## config.mk

```make
export PLATFORM = sky130hd
export DESIGN_NAME = pipe_hazard_ctrl
export DESIGN_NICKNAME = d
export VERILOG_FILES = /design/src/rtl/pipe_hazard_pkg.sv /design/src/rtl/hz_sb_stage.sv /design/src/rtl/pipe_hazard_ctrl.sv
export SDC_FILE = /design/constraint.sdc
export NUM_CORES = 1
export LEC_CHECK = 0
export BUFFER_PORTS_ARGS = -buffer_cell sky130_fd_sc_hd__clkbuf_2
export CAP_MARGIN = 15
export CORE_MARGIN = 1.5
export CORE_UTILIZATION = 35
export DETAILED_ROUTE_END_ITERATION = 8
export HOLD_SLACK_MARGIN = 0.08
export MAX_ROUTING_LAYER = met4
export PLACE_DENSITY = 0.6
export SLEW_MARGIN = 20
export SYNTH_ARGS = -nofsm -noshare
export SYNTH_HDL_FRONTEND = slang
export SYNTH_SLANG_ARGS = --single-unit
```

## constraint.sdc

```tcl
create_clock -name clk -period 1.93 [get_ports clk]
set_input_delay 0.386 -clock clk [delete_from_list [all_inputs] [get_ports clk]]
set_output_delay 0.386 -clock clk [all_outputs]
set_load 0.01 [all_outputs]
```

## src/rtl/pipe_hazard_pkg.sv

```systemverilog
// Shared types and helpers for the pipeline hazard/forwarding controller.
// Scoreboard entries carry a widened rd so any register-file size up to RD_MAX bits fits.
package pipe_hazard_pkg;

  localparam int RD_MAX = 8;
  localparam int FWD_RF = 0;
  localparam int FWD_M1 = 1;

  typedef struct packed {
    logic              valid;
    logic [RD_MAX-1:0] rd;
    logic              regwrite;
    logic              load;
  } sb_entry_t;

  function automatic int fwd_w(input int memStages);
    return memStages + 1;
  endfunction

  // x0 is hard-wired zero, so it can never be a producer.
  function automatic logic sbMatch(input sb_entry_t e, input logic [RD_MAX-1:0] src);
    return e.valid && e.regwrite && (e.rd != '0) && (e.rd == src);
  endfunction

endpackage

```

## src/rtl/hz_sb_stage.sv

```systemverilog
// One scoreboard entry: holds on freeze, loads a bubble when asked, else takes its input.
module hz_sb_stage
  import pipe_hazard_pkg::*;
(
  input  logic      clk,
  input  logic      reset,
  input  logic      hold,
  input  logic      bubble,
  input  sb_entry_t dIn,
  output sb_entry_t q
);

  always_ff @(posedge clk or posedge reset) begin
    if (reset)      q <= '0;
    else if (!hold) q <= bubble ? '0 : dIn;
  end

endmodule

```

## src/rtl/pipe_hazard_ctrl.sv

```systemverilog
// Stall, flush and forwarding control driven by a shadow scoreboard of E, M1..Mn and W.
// Index 0 is E, index k is Mk, index MEM_STAGES+1 is W, matching the forward encoding.
module pipe_hazard_ctrl
  import pipe_hazard_pkg::*;
#(
  parameter int REG_BITS   = 5,
  parameter int MEM_STAGES = 1,
  parameter int FWD_BITS   = 3,
  parameter int CNT_BITS   = 16
) (
  input  logic                clk,
  input  logic                reset,
  input  logic                valid_d,
  input  logic [REG_BITS-1:0] rs1_d,
  input  logic [REG_BITS-1:0] rs2_d,
  input  logic [REG_BITS-1:0] rd_d,
  input  logic                regwrite_d,
  input  logic                load_d,
  input  logic                pcsrc_e,
  input  logic                mem_busy,
  output logic                stall_f,
  output logic                stall_d,
  output logic                flush_d,
  output logic                flush_e,
  output logic                freeze,
  output logic [FWD_BITS-1:0] fwd_a_e,
  output logic [FWD_BITS-1:0] fwd_b_e,
  output logic [CNT_BITS-1:0] stall_cnt
);

  localparam int W_IDX = fwd_w(MEM_STAGES);
  localparam int NSTG  = W_IDX + 1;

  sb_entry_t         sbQ [NSTG];
  sb_entry_t         dEntry;
  logic [RD_MAX-1:0] rs1D, rs2D, rs1E, rs2E;
  logic              rstDone, busy, pcsrc, ldStall, ldStallG, flushE;
  logic [FWD_BITS-1:0] fwdA, fwdB;

  assign rs1D   = RD_MAX'(rs1_d);
  assign rs2D   = RD_MAX'(rs2_d);
  assign dEntry = '{valid: valid_d, rd: RD_MAX'(rd_d), regwrite: regwrite_d, load: load_d};

  // Outputs stay quiet until the first clock edge after reset release.
  always_ff @(posedge clk or posedge reset) begin
    if (reset) rstDone <= 1'b0;
    else       rstDone <= 1'b1;
  end

  assign busy     = mem_busy & rstDone;
  assign pcsrc    = pcsrc_e & rstDone;
  assign ldStallG = ldStall & rstDone;
  assign flushE   = (ldStallG | pcsrc) & ~busy;

  assign stall_f = ldStallG | busy;
  assign stall_d = ldStallG | busy;
  assign flush_d = pcsrc & ~busy;
  assign flush_e = flushE;
  assign freeze  = busy;
  assign fwd_a_e = fwdA;
  assign fwd_b_e = fwdB;

  for (genvar k = 0; k < NSTG; k++) begin : gStage
    if (k == 0) begin : gE
      hz_sb_stage uStage (.clk(clk), .reset(reset), .hold(busy), .bubble(flushE),
                          .dIn(dEntry), .q(sbQ[k]));
    end else begin : gMW
      hz_sb_stage uStage (.clk(clk), .reset(reset), .hold(busy), .bubble(1'b0),
                          .dIn(sbQ[k-1]), .q(sbQ[k]));
    end
  end

  // Source addresses of the E instruction, tracked alongside the E entry.
  always_ff @(posedge clk or posedge reset) begin
    if (reset) begin
      rs1E <= '0;
      rs2E <= '0;
    end else if (!busy) begin
      rs1E <= flushE ? '0 : rs1D;
      rs2E <= flushE ? '0 : rs2D;
    end
  end

  always_comb begin
    ldStall = 1'b0;
    for (int k = 0; k < MEM_STAGES; k++) begin
      if (sbQ[k].load && (sbMatch(sbQ[k], rs1D) || sbMatch(sbQ[k], rs2D))) ldStall = 1'b1;
    end
    ldStall = ldStall & valid_d;
  end

  // Walk from W toward M1 so the youngest matching producer is applied last.
  always_comb begin
    fwdA = FWD_BITS'(FWD_RF);
    fwdB = FWD_BITS'(FWD_RF);
    for (int k = NSTG - 1; k >= 1; k--) begin
      if (!(sbQ[k].load && k < MEM_STAGES)) begin
        if (sbMatch(sbQ[k], rs1E)) fwdA = FWD_BITS'(FWD_M1 + k - 1);
        if (sbMatch(sbQ[k], rs2E)) fwdB = FWD_BITS'(FWD_M1 + k - 1);
      end
    end
  end

  always_ff @(posedge clk or posedge reset) begin
    if (reset)
      stall_cnt <= '0;
    else if ((stall_f | flushE) && (stall_cnt != '1))
      stall_cnt <= stall_cnt + 1'b1;
  end

endmodule
```

# Word-level counts from Yosys, hierarchy flattened
# Cells that the tools add are included.
# totals
output_inout_bits,27
elab_cells,58
ff_bits,64
# op_classes
mux,8
n_reduce_logical,18
n_addsub,1
n_bitwise,10
n_eq_ne,7
# ops
operator,n
== test 8 bit,4
nonzero test 8 bit,3
adder 16 x 1 -> 16 bit (second input constant),1
== test 8 x 5 -> 1 bit,2
!= test 16 bit (second input constant),1
logical AND 1 bit,14
two-way mux 11 bit,1
two-way mux 5 bit,2
AND 1 bit,6
two-way mux 3 bit,2
two-way mux 2 bit,2
bitwise OR 1 bit,3
logical OR 1 bit,1
two-way mux 1 bit,1
inverter 1 bit,1

# Logic depth before layout (Yosys ltp)
# logic_depth
depth_word,12
ltp_mapped,8

# By module
# Synthesis repeated with hierarchy kept, for this count alone.
# unflattened
hier_cells,247
hier_area_um2,2881.5
# by_module_without_submodules
mod,seq_area_each_um2,cells_each,area_each_um2,n_inst
pipe_hazard_ctrl,675.6,166,1669.1,1
hz_sb_stage,275.3,27,404.1,3

# Worst setup path after synthesis
# No wires, ideal clock.
# synth_path
path_type,reg2reg
startpoint,reg stall_cnt[0]
endpoint,reg stall_cnt[11]
required_ns,1.803
setup_ns,0.127
t_arrival_ns,2.021
synth_period_minus_slack_ns,2.148
stages_incl_launch_ff,9
setup_slack_ns,-0.218
cell_sequence,dfrtp_1 > ha_1 > and3_1 > and4_1 > and2_1 > o31ai_4 > buf_2 > nand4_1 > xnor2_1
# synth_via
elab_chain_cells,2
elab_cells_between_ends,3
cone_classes,add/sub (1); eq/ne (1); reduce/logical (1)
# synth_rtl
element,line_no,text
start: declaration,pipe_hazard_ctrl.sv:28,output logic [CNT_BITS-1:0] stall_cnt
start signal: assignment,pipe_hazard_ctrl.sv:108,stall_cnt <= stall_cnt + 1'b1;
"parallel branches: the longest is 2 deep, another holds adder 16 x 1 -> 16 bit",--,
# Several ways; the timed one is not identified.
# A chain may end at the register's enable or synchronous reset.

# Worst setup path in the final report
# layout_path
startpoint,reg gStage[1].gMW.uStage.q[4] (netlist name)
endpoint,out fwd_a_e[1]
# layout_via
elab_chain_cells,4
elab_cells_between_ends,5
cone_classes,eq/ne (1); mux (1); reduce/logical (3)
# layout_rtl
element,line_no,text
start: declaration,hz_sb_stage.sv:10,output sb_entry_t q
start signal: assignment,hz_sb_stage.sv:15,else if (!hold) q <= bubble ? '0 : dIn;
nonzero test 8 bit,pipe_hazard_pkg.sv:22,return e.valid && e.regwrite && (e.rd != '0) && (e.rd == src);
logical AND 1 bit,pipe_hazard_pkg.sv:22,
logical AND 1 bit (*),pipe_hazard_pkg.sv:22,
two-way mux 3 bit (*),pipe_hazard_ctrl.sv:98,"if (sbMatch(sbQ[k], rs1E)) fwdA = FWD_BITS'(FWD_M1 + k - 1);"
end: declaration,pipe_hazard_ctrl.sv:26,"output logic [FWD_BITS-1:0] fwd_a_e,"
# Mark *: on every way between the ends. The rest lies on a longest branch, timed or not.

==> reports/qor.yml <==
critPathLaunchType: "register"
cts_tree: "done"
finalHoldViolations: 0
core-area_um2: 6756
crit_arrival_ns: 1.92
fin_crit_ns: 2.302
start_util: 0.3615
reg2reg_slack_ns: -0.18
crit_start: "gStage[1].gMW.uStage.q[4]"
ff2ff_path_depth: 7
synth_commonest_cells: "dfrtp_1, nand2_1, xor2_1"
dr_total_vias: 2067
holdWs_ns: 0.08886
synth_area_leaders: "dfrtp_1, xor2_1, nand2_1"
yosys_warnings: 0
outcome: "finished with violations"
cp_slowest_cell: "or4_1"
netlist.area_leader.share: 0.5020
antenna_found_initial: 0
routed_via_density: 4.921
drtPass1Iterations: 4
die_y_um: 86.54
crit_path_max_fanout: 2
relSlewSlack: 0.6119
cts_hold_buf: 0
crit_family: "simple AND/OR/NAND/NOR gates"
first_iter_violations: 116
root_buffer: "clkbuf_8"
dp_hpwl_mm: 4.389
synth_flop_cell: "dfrtp_1"
path_depth: 5
clock-sinks: 49
cp.required_ns: 1.54
max-vdd-ir-drop_mv: 0.7929
synth.cell_area_um2: 2442
synth_edf_count: 0
worstPathCellList: "or4_1 > o211ai_1 > nor4_2 > nor4_2 > buf_2"
max_freq_mhz: 434.3
regArea_um2: 1229
die_area_um2: 7488
grt_pass1_vias: 2073
synth_top_cell_by_area: "dfrtp_1"
total_power_mw: 2.852
io_pins: 49
nets: 363
syn_inst: 232
clk_latency_ns: 0.30
worst-setup-path-type: "reg -> out"
synth.avg_cell_area_um2: 10.53
p_per_area_nw_per_um2: 796.2
seq_area_frac_synth: 0.5020
crit_end: "fwd_a_e[1]"
drive_gt1_frac: 0.4559
drc_errors: 0
grt_max_degree: 35
r2r_end: "stall_cnt[12]"
numCtsBuffers: 5
port_buffers: 46
crit_path_frequent_cell: "nor4_2"
wl_per_cell_um: 14.59
synthDistinctLibCells: 39
die_x_um: 86.54
violations: "negative setup slack"
cap_violations: 0
skew_ns: 0.008207
ant_nets: 0
clk_pin_slew_worst_paths_ns: 0.09
htree_num_levels: 2
rsz0062_at_grt: "true"
worstMarginPinSlew_ns: 0.5800
layout_worst_path_cycle_share: 1.193
leakage_nw: 1.786
routed_wl_mm: 6.129
place_congestion: 0.8487
grt_pass1_wl_mm: 10.02
max_stage_delay_ns: 0.52
path_buf_inv: 1
ys_ff_latch: 49
timing.final.ws_setup_ns: -0.3724
multi_input_area_um2: 1365
drv_slew: 0
endpoint_kind: "primary output"
tns_ns: -4.288
fillers: 617
final_util: 0.5302
n_antenna_cell: 0
clk_path_buf_depth: 2
gr-usage-all-layers: 0.1807
r2r-start: "gStage[0].gE.uStage.q[2]"
min_path_type: "in -> async"
rows: 30
area_growth_pct: 46.67
setup_violations: 40
overflow: 0
async_flop_share: 1.000
[routing by layer]
| layer | GRT usage | vias up | wire [um] |
|---|---|---|---|
| met4 | 0.06305 | 0 | 63 |
| met2 | 0.2919 | 39 | 3104 |
| met1 | 0.2318 | 999 | 2780 |
| met5 | - | - | 0 |
| met3 | 0.02762 | 5 | 181 |
| li1 | - | 1024 | - |
[metrics by stage]
step | area, um2 | instances | worst slack (ns)
3_5_place_dp | 3213 | 406 | -0.1530
5_1_grt | 3582 | 420 | -0.4752
4_1_cts | 3406 | 418 | -0.4014
6_report | 3582 | 420 | -0.3724
2_1_floorplan | 2510 | 233 | -0.06127
3_3_place_gp | 3213 | 406 | -0.1237
[layout by cell type, fill, tap and decap left out, drive strengths merged, types with 2 or more instances in the layout]
cell type,n
mux2,2
clkbuf,47
or4,5
a21oi,3
nand2,49
a22o,18
xor2,25
and3,4
nand3,9
xnor2,16
nand4,5
o211ai,3
o21ai,2
buf,70
nor4,4
dfrtp,49
nor3,2
and4,3
conb,3
nor2,5
a31oi,3
inv,2
[logic make-up after synthesis]
group | Yosys count | share of synthesized area
compound gates | 34 | 0.1229
xor+xnor | 41 | 0.1470
fa+ha+maj | 1 | 0.005122
buf+inv | 13 | 0.02971
flops | 49 | 0.5021
mux | 2 | 0.01076
other cells | 2 | 0.003075
simple gates | 90 | 0.1793
[worst min-delay path by stage]
stage,end,cells after the start,slack [ns],startpoint
3_5_place_dp,stall_cnt[2],2,0.44,reset
3_3_place_gp,stall_cnt[2],2,0.43,reset
5_1_grt,stall_cnt[8],2,0.13,reset
2_1_floorplan,gStage[2].gMW.uStage.q[10],2,0.44,gStage[2].gMW.uStage.q[10]
6_report,stall_cnt[8],2,0.09,reset
4_1_cts,stall_cnt[7],2,0.11,reset
[report_power, final]
group / internal (mW) / leakage [nW] / switching, mW
combinational: 0.492 / 1.13 / 0.457
sequential: 1.17 / 0.614 / 0.120
clock: 0.285 / 0.0443 / 0.331
total: 1.94 / 1.79 / 0.908
[worst reg2reg max path, stage by stage, from the launching register on]
cell      delay, ns
dfrtp_1        0.43
or4_4          0.57
o211ai_4       0.20
buf_6          0.12
buf_6          0.10
o221a_4        0.23
nor3b_2        0.06
mux2_4         0.29
[timing repair]
action	CTS	global route
resized for setup	19	32
setup endpoints to repair	32	41
pin swaps	8	18
cloned	2	0
buffers inserted	3	3
[sequential cells by signal (all words and copies together), names as in the netlist]
name                 cells
stall_cnt               16
gStage.gMW.uStage.q     14
gStage.gE.uStage.q       8
rs1E                     5
rs2E                     5
rstDone                  1
[area by class of cell]
class | instances | share of cell area
clock buffers | 7 | 0.02410
inverters | 3 | 0.003144
multi-input cells | 171 | 0.3811
flip-flops and latches | 49 | 0.3430
well taps | 80 | 0.02794
repair buffers | 110 | 0.2207
(Power assumes the default switching activity.)
